<file path="src/rtl/bary_div_sched.sv">
// Shares one recFN divider across the a/b/c barycentric quotients of each job.
// Optional: BARY_DIV_ZERO_BYPASS_EN skips the divides for zero-area jobs.
module bary_div_sched #(
    parameter int DEPTH = 4,
    parameter int TAG_W = 8
) (
    input  logic             clk,
    input  logic             resetn,
    input  logic             in_valid,
    output logic             in_ready,
    input  logic [TAG_W-1:0] in_tag,
    input  logic [32:0]      in_a0,
    input  logic [32:0]      in_a1,
    input  logic [32:0]      in_a2,
    input  logic [32:0]      in_a3,
    output logic             div_in_valid,
    input  logic             div_in_ready,
    output logic [32:0]      div_a,
    output logic [32:0]      div_b,
    input  logic             div_out_valid,
    input  logic [32:0]      div_out,
    output logic             out_valid,
    input  logic             out_ready,
    output logic [32:0]      out_a,
    output logic [32:0]      out_b,
    output logic [32:0]      out_c,
    output logic [TAG_W-1:0] out_tag,
    output logic             busy,
    output logic             stray_err
);

    localparam int AW = $clog2(DEPTH);
    localparam int EW = TAG_W + 4 * 33;

    typedef enum logic [1:0] {IDLE, ISSUE, WAIT, DONE} state_t;

    state_t state, state_nxt;

    logic [EW-1:0]    mem [DEPTH];
    logic [AW-1:0]    wr_ptr, rd_ptr;
    logic [AW:0]      count;
    logic             push, pop;
    logic [1:0]       idx, idx_nxt;

    logic [TAG_W-1:0] h_tag;
    logic [32:0]      h_a0, h_a1, h_a2, h_a3;

    logic [TAG_W-1:0] tag_r;
    logic [32:0]      a0_r, a1_r, a2_r, a3_r;
    logic [32:0]      q0, q1, q2;
    logic             stray_r;

    assign {h_tag, h_a0, h_a1, h_a2, h_a3} = mem[rd_ptr];

    assign in_ready  = (count != (AW+1)'(DEPTH));
    assign push      = in_valid && in_ready;
    assign busy      = (state != IDLE) || (count != '0);
    assign out_valid = (state == DONE);
    assign out_a     = q0;
    assign out_b     = q1;
    assign out_c     = q2;
    assign out_tag   = tag_r;
    assign div_b     = a3_r;
    assign stray_err = stray_r;

    always_comb begin
        div_a = a2_r;
        case (idx)
            2'd0:    div_a = a0_r;
            2'd1:    div_a = a1_r;
            default: div_a = a2_r;
        endcase
    end

    always_comb begin
        state_nxt    = state;
        idx_nxt      = idx;
        div_in_valid = 1'b0;
        pop          = 1'b0;
        case (state)
            IDLE: begin
                if (count != '0) begin
                    pop       = 1'b1;
                    idx_nxt   = 2'd0;
                    state_nxt = ISSUE;
`ifdef BARY_DIV_ZERO_BYPASS_EN
                    // Zero-area triangle: result is forced to zero, no divides.
                    if (h_a3[31:29] == 3'b000)
                        state_nxt = DONE;
`endif
                end
            end
            ISSUE: begin
                div_in_valid = 1'b1;
                if (div_in_ready)
                    state_nxt = WAIT;
            end
            WAIT: begin
                if (div_out_valid) begin
                    if (idx == 2'd2) begin
                        state_nxt = DONE;
                    end else begin
                        idx_nxt   = idx + 2'd1;
                        state_nxt = ISSUE;
                    end
                end
            end
            DONE: begin
                if (out_ready)
                    state_nxt = IDLE;
            end
            default: state_nxt = IDLE;
        endcase
    end

    always_ff @(posedge clk) begin
        if (push)
            mem[wr_ptr] <= {in_tag, in_a0, in_a1, in_a2, in_a3};
    end

    always_ff @(posedge clk) begin
        if (!resetn) begin
            state   <= IDLE;
            idx     <= 2'd0;
            wr_ptr  <= '0;
            rd_ptr  <= '0;
            count   <= '0;
            tag_r   <= '0;
            a0_r    <= '0;
            a1_r    <= '0;
            a2_r    <= '0;
            a3_r    <= '0;
            q0      <= '0;
            q1      <= '0;
            q2      <= '0;
            stray_r <= 1'b0;
        end else begin
            state <= state_nxt;
            idx   <= idx_nxt;
            if (push)
                wr_ptr <= wr_ptr + 1'b1;
            if (pop)
                rd_ptr <= rd_ptr + 1'b1;
            if (push && !pop)
                count <= count + 1'b1;
            else if (!push && pop)
                count <= count - 1'b1;
            // Quotients clear on load so a bypassed job reports zeros.
            if (pop) begin
                tag_r <= h_tag;
                a0_r  <= h_a0;
                a1_r  <= h_a1;
                a2_r  <= h_a2;
                a3_r  <= h_a3;
                q0    <= '0;
                q1    <= '0;
                q2    <= '0;
            end
            if (state == WAIT && div_out_valid) begin
                case (idx)
                    2'd0:    q0 <= div_out;
                    2'd1:    q1 <= div_out;
                    default: q2 <= div_out;
                endcase
            end
            if (div_out_valid && state != WAIT)
                stray_r <= 1'b1;
        end
    end

endmodule

</file>
<file path="config.mk">
export PLATFORM = sky130hd
export DESIGN_NAME = bary_div_sched
export DESIGN_NICKNAME = d
export VERILOG_FILES = /design/src/rtl/bary_div_sched.sv
export SDC_FILE = /design/constraint.sdc
export NUM_CORES = 1
export LEC_CHECK = 0
export ABC_AREA = 0
export CAP_MARGIN = 20
export CELL_PAD_IN_SITES_DETAIL_PLACEMENT = 0
export CELL_PAD_IN_SITES_GLOBAL_PLACEMENT = 1
export CORE_ASPECT_RATIO = 1.2
export CORE_MARGIN = 2
export CORE_UTILIZATION = 42
export DETAILED_ROUTE_END_ITERATION = 8
export HOLD_SLACK_MARGIN = 0.05
export PLACE_DENSITY = 0.84
export SKIP_LAST_GASP = 1
export SLEW_MARGIN = 5
export SYNTH_ARGS = -nofsm -noshare
export SYNTH_HDL_FRONTEND = slang
export SYNTH_SLANG_ARGS = --single-unit
</file>
<file path="constraint.sdc">
create_clock -name clk -period 5.9 [get_ports clk]
set_clock_uncertainty 0.05 [all_clocks]
set_input_delay 0.885 -clock clk [delete_from_list [all_inputs] [get_ports clk]]
set_output_delay 0.885 -clock clk [all_outputs]
set_load 0.005 [all_outputs]
</file>
---- Word level (Yosys, flattened, before mapping) ----
Memory sizes are Yosys's and may differ from the RTL's. A register that Yosys moved wholly into a read port is not among the register bits.
Cells that the tools add are included.
word-level totals
  memories ................................ 1
  input bits .............................. 179
  output and inout bits ................... 178
  register bits ........................... 111
  memory bits (writable) .................. 560
cells by class
  eq/ne operators ......................... 12
  add/subtract/negate cells ............... 5
  reduce and logical (&&, ||, !) cells .... 18
  muxes and demuxes ....................... 27
memories
  memory  depth  width  rd ports  clocked after memory_dff  write ports  line  text
  mem     4      140    1         1                         1            39    logic [EW-1:0] mem [DEPTH];
operator list
  cell                                                   number
  two-way mux 33 bit                                     9
  one-hot mux 33 bit (2 select lines)                    1
  two-way mux 2 bit                                      8
  inequality test 2 bit, second input constant           5
  one-hot mux 2 bit (4 select lines)                     1
  AND reduction 4 bit                                    2
  adder 2 x 1 -> 2 bit, second input constant            3
  equality test 2 bit, second input constant             3
  two-way mux 3 bit                                      2
  nonzero test 2 bit                                     3
  logical AND 1 bit                                      5
  two-way mux 1 bit                                      5
  equality test 2 x 1 -> 1 bit, second input constant    2
  logical NOT 2 bit                                      2
  one-hot mux 2 bit (2 select lines)                     1
  adder 3 x 1 -> 3 bit, second input constant            1
  logical NOT 1 bit                                      3
  inequality test 3 bit, second input constant           1
  nonzero test 3 bit                                     1
  subtractor 3 x 1 -> 3 bit, second input constant       1
  inequality test 2 x 1 -> 1 bit, second input constant  1
  OR reduction 2 bit                                     1
  logical OR 1 bit                                       1

---- Longest topological paths before layout ----
  depth in word-level cells ............... 6
  gate-level depth with buffers ........... 13

---- Worst setup path before layout ----
OpenSTA, ideal clock, no wires.
  path kind ............................... in2reg
  start ................................... input in_valid
  end ..................................... memory mem[3][0] (netlist bit) (enable)
  path buffers ............................ 0
  arrival ................................. 4,152 ps
  stages on the path ...................... 1
  slack ................................... 1,181 ps
  required time ........................... 5,333 ps
  cells stage by stage .................... and3_1
between the ends
  longest elaborated chain between the ends .. 3
RTL lines
  item                                     line  text
  start, declared                          9     input logic in_valid,
  logical AND 1 bit                        56    assign push = in_valid && in_ready;
  two-way mux 1 bit                        117   if (push)
  two-way mux 1 bit (implied by the code)  118   mem[wr_ptr] <= {in_tag, in_a0, in_a1, in_a2, in_a3};
  end, declared                            39
Every way passes these cells.

---- Worst setup path after layout ----
  start ................................... register idx[0]
  end ..................................... output div_a[12]
between the ends
  longest elaborated chain between the ends .. 2
RTL lines
  item                                                                      line  text
  start, declared                                                           43    logic [1:0] idx, idx_nxt;
  start signal, assigned                                                    139   idx <= idx_nxt;
  equality test 2 x 1 -> 1 bit / logical NOT 2 bit (equally long branches)  68    case (idx)
  one-hot mux 33 bit (2 select lines) (*)                                   68
  end, declared                                                             18    output logic [32:0] div_a,
Mark *: on every way between the ends. The rest lies on a longest branch, timed or not.

==> run_results.csv <==
group,metric,value,unit
critical_path,crit_slowest_cell,"buf_4",
final_layout,layout-drive-gt1-share,13.8,%
yosys,synthArstFlopShare,0,%
routing,vias,17400,
global_route,grt_pass1_wl,107000,um
cts,path_clk_slew,0.06,ns
critical_path,start_kind,"flip-flop",
global_route,gr-total-overflow,0,
floorplanning,die_h,296,um
yosys,synth_top_flop_cell,"edfxtp_1",
routing,drc_errors,0,
global_route,grt_usage,19.4,%
cts,cts-root-buf,"clkbuf_16",
yosys,synth_edf_count,560,
cts,holdBufCountCts,0,
yosys,yosysSeqAreaShare,73.3,%
global_route,antenna_found_initial,15,
routing,wl_per_cell,23.0,um
timing,fin_ws,1.61,ns
floorplanning,core.rowCount,107,
timing,tightest_slew,1.14,ns
routing,wl,72200,um
timing,tns,0,ns
cts,clock_path_buffers,3,
critical_path,cp.required,4.97,ns
power_and_ir_drop,leakagePower,0.0117,uW
yosys,synth_area_leaders,"edfxtp_1, dfxtp_1, mux4_2",
cts,cts_tree,"done",
cts,htreeDepth,3,
job,drv_cap,0,
critical_path,r2r-start,"state[1]",
timing,hold_viol_final,0,
power_and_ir_drop,ir_drop,350,uV
placement,place_congestion,0.906,
final_layout,fin_nets,2324,
yosys,netlist.area_leader.share,56.4,%
yosys,synth-seq-cells,811,
min_path,hold_start,"div_b[17]",
routing,first_pass_iters,5,
yosys,yosysWarnings,0,
min_path,hp-class,"flip-flop to flip-flop",
critical_path,max_stage_delay,0.63,ns
critical_path,path_max_fanout,48,
yosys,yosysTopAreaCell,"edfxtp_1",
placement,dp_hpwl,44000,um
critical_path,arrival,3.35,ns
placement,dp_cells,2980,
final_layout,final-seq-area,21800,sq um
final_layout,fillers,5635,
yosys,yosys.cell_types.count,37,
cts,post_cts_buffers,0,
critical_path,crit_top_cell,"nand2_1",
critical_path,path_class,"flip-flop to primary output",
timing,period_needed,4.29,ns
cts,clock_sinks,811,
timing,max_freq,233,MHz
yosys,avgSynthCellArea,16.4,sq um
timing,slew_violations,0,
global_route,grt_pass1_vias,17600,
cts,clk_latency,0.63,ns
timing,relSlewSlack,24.1,%
floorplanning,start_util,42.2,%
yosys,synthCells,1813,
yosys,synth_commonest_cells,"edfxtp_1, nand2_1, dfxtp_1",
final_layout,fin_util,52.2,%
floorplanning,core_area,70600,sq um
routing,drt_iter0_markers,1080,
cts,ctsResizeCount,0,
outcome,status,"finished, final reports clean",
global_route,grt_max_degree,100,
final_layout,instances_no_fill,3137,
power_and_ir_drop,p_per_area,433,nW/um^2
critical_path,crit_start,"idx[0]",
cts,numCtsBuffers,80,
timing,rsz0062_at_grt,"false",
final_layout,multi_input_area,7350,sq um
yosys,synth_fp_nets,2001,
final_layout,syn2layout_area_growth,23.7,%
critical_path,crit_chain,"inv_1, ha_2, nor2_4, buf_4, nand2_1, nand2_1, clkdlybuf4s50_1",
yosys,synth_most_common_cell,"edfxtp_1",
timing,min_period_over_period,72.7,%
yosys,synth_area,29800,sq um
floorplanning,die_area,73100,sq um
routing,ant_nets,0,
placement,io_buffer_count,356,
floorplanning,dieWidth,247,um
floorplanning,ios,357,
critical_path,cp-end-kind,"primary output",
timing,finalSetupViolCount,0,
placement,pre_cts_slack,2.23,ns
routing,viasPerCell,5.55,
[layer usage]
metal | part of all wire, % | vias to the layer above | wire length [um] | global-route usage [%]
met3 | 7.3 | 126 | 5250 | 3.75
li1 | - | 7762 | - | -
met1 | 38 | 8791 | 27600 | 23.8
met2 | 52 | 718 | 37200 | 33.8
met4 | 2.9 | 8 | 2090 | 7.83
met5 | 0.079 | - | 57 | 0
[critical path: cells and delay by family (launching register included)]
| kind | cells | cell delay (ns) |
|---|---|---|
| buffers and inverters | 3 | 1.25 |
| and+or+nand+nor | 3 | 0.88 |
| DFF | 1 | 0.37 |
| adders and majority gates | 1 | 0.21 |
[final timing paths]
check / cells after the start / slack, ns / to
min reg2reg: 2 / 0.41 / div_b[17]
min: 2 / 0.41 / div_b[17]
max: 7 / 1.61 / div_a[12]
max reg2reg: 5 / 3.06 / a0_r[25]
[registers in the layout, summed over array words and instances (netlist names)]
| name | count |
|---|---|
| out_b | 33 |
| a2_r | 33 |
| stray_err | 1 |
| a1_r | 33 |
| out_a | 33 |
| wr_ptr | 2 |
| a0_r | 33 |
| idx | 2 |
| state | 2 |
| count | 3 |
| div_b | 33 |
| rd_ptr | 2 |
| out_c | 33 |
| mem | 560 |
| out_tag | 8 |
[report_power, final]
part | internal, uW | total, uW | switching [uW]
registers | 6860 | 7340 | 486
logic | 1750 | 3600 | 1850
clock network | 2900 | 5030 | 2130
total | 11500 | 16000 | 4460
[per-stage QoR]
step | area [sq um] | power (uW) | hold slack [ns]
finish | 36900 | 16000 | 0.407
global route | 36800 | 16700 | 0.423
CTS | 36800 | 16200 | 0.405
detailed placement | 34200 | 11100 | 0.398
global placement | 34200 | 11000 | 0.392
floorplan | 29800 | 9660 | 0.391
[logic make-up (layout without fill, tap and decap cells)]
kind of cell | count (synthesis) | after routing | synth area share, %
buffers and inverters | 153 | 544 | 2.18
adders and majority gates | 9 | 9 | 0.403
AOI/OAI and AO/OA | 322 | 322 | 8.18
DFF | 811 | 811 | 73.3
xor gates and xnor gates | 2 | 2 | 0.0588
other | 0 | 7 | 0
muxes | 143 | 143 | 10.7
and+or+nand+nor | 373 | 373 | 5.16
[layout make-up]
class / count / area share, %
multi-input cells: 849 / 20.0
diodes: 7 / 0.0475
clock buffers: 118 / 6.23
clock inverters: 32 / 0.856
well taps: 926 / 3.14
flip-flops and latches: 811 / 59.3
repair buffers: 384 / 10.4
inverters: 10 / 0.102
[cell usage in the layout (no fill, tap or decap), types with 3 or more instances in the layout]
| master | n |
|---|---|
| buf_4 | 24 |
| o21ai_0 | 4 |
| nand3_1 | 35 |
| bufinv_16 | 4 |
| clkinv_2 | 13 |
| clkinv_1 | 6 |
| clkdlybuf4s50_1 | 355 |
| or3_1 | 3 |
| o2bb2ai_1 | 140 |
| buf_12 | 4 |
| dfxtp_1 | 249 |
| inv_6 | 3 |
| nand2b_1 | 3 |
| o22ai_1 | 66 |
| and3_4 | 4 |
| nor2_1 | 5 |
| ha_1 | 6 |
| a22oi_1 | 33 |
| clkbuf_1 | 26 |
| mux4_2 | 141 |
| nand2_1 | 308 |
| inv_1 | 9 |
| a21oi_1 | 41 |
| diode_2 | 7 |
| clkbuf_8 | 7 |
| edfxtp_1 | 560 |
| clkbuf_16 | 84 |
| o221ai_1 | 35 |
No activity file was read; power rests on OpenSTA's default activity.
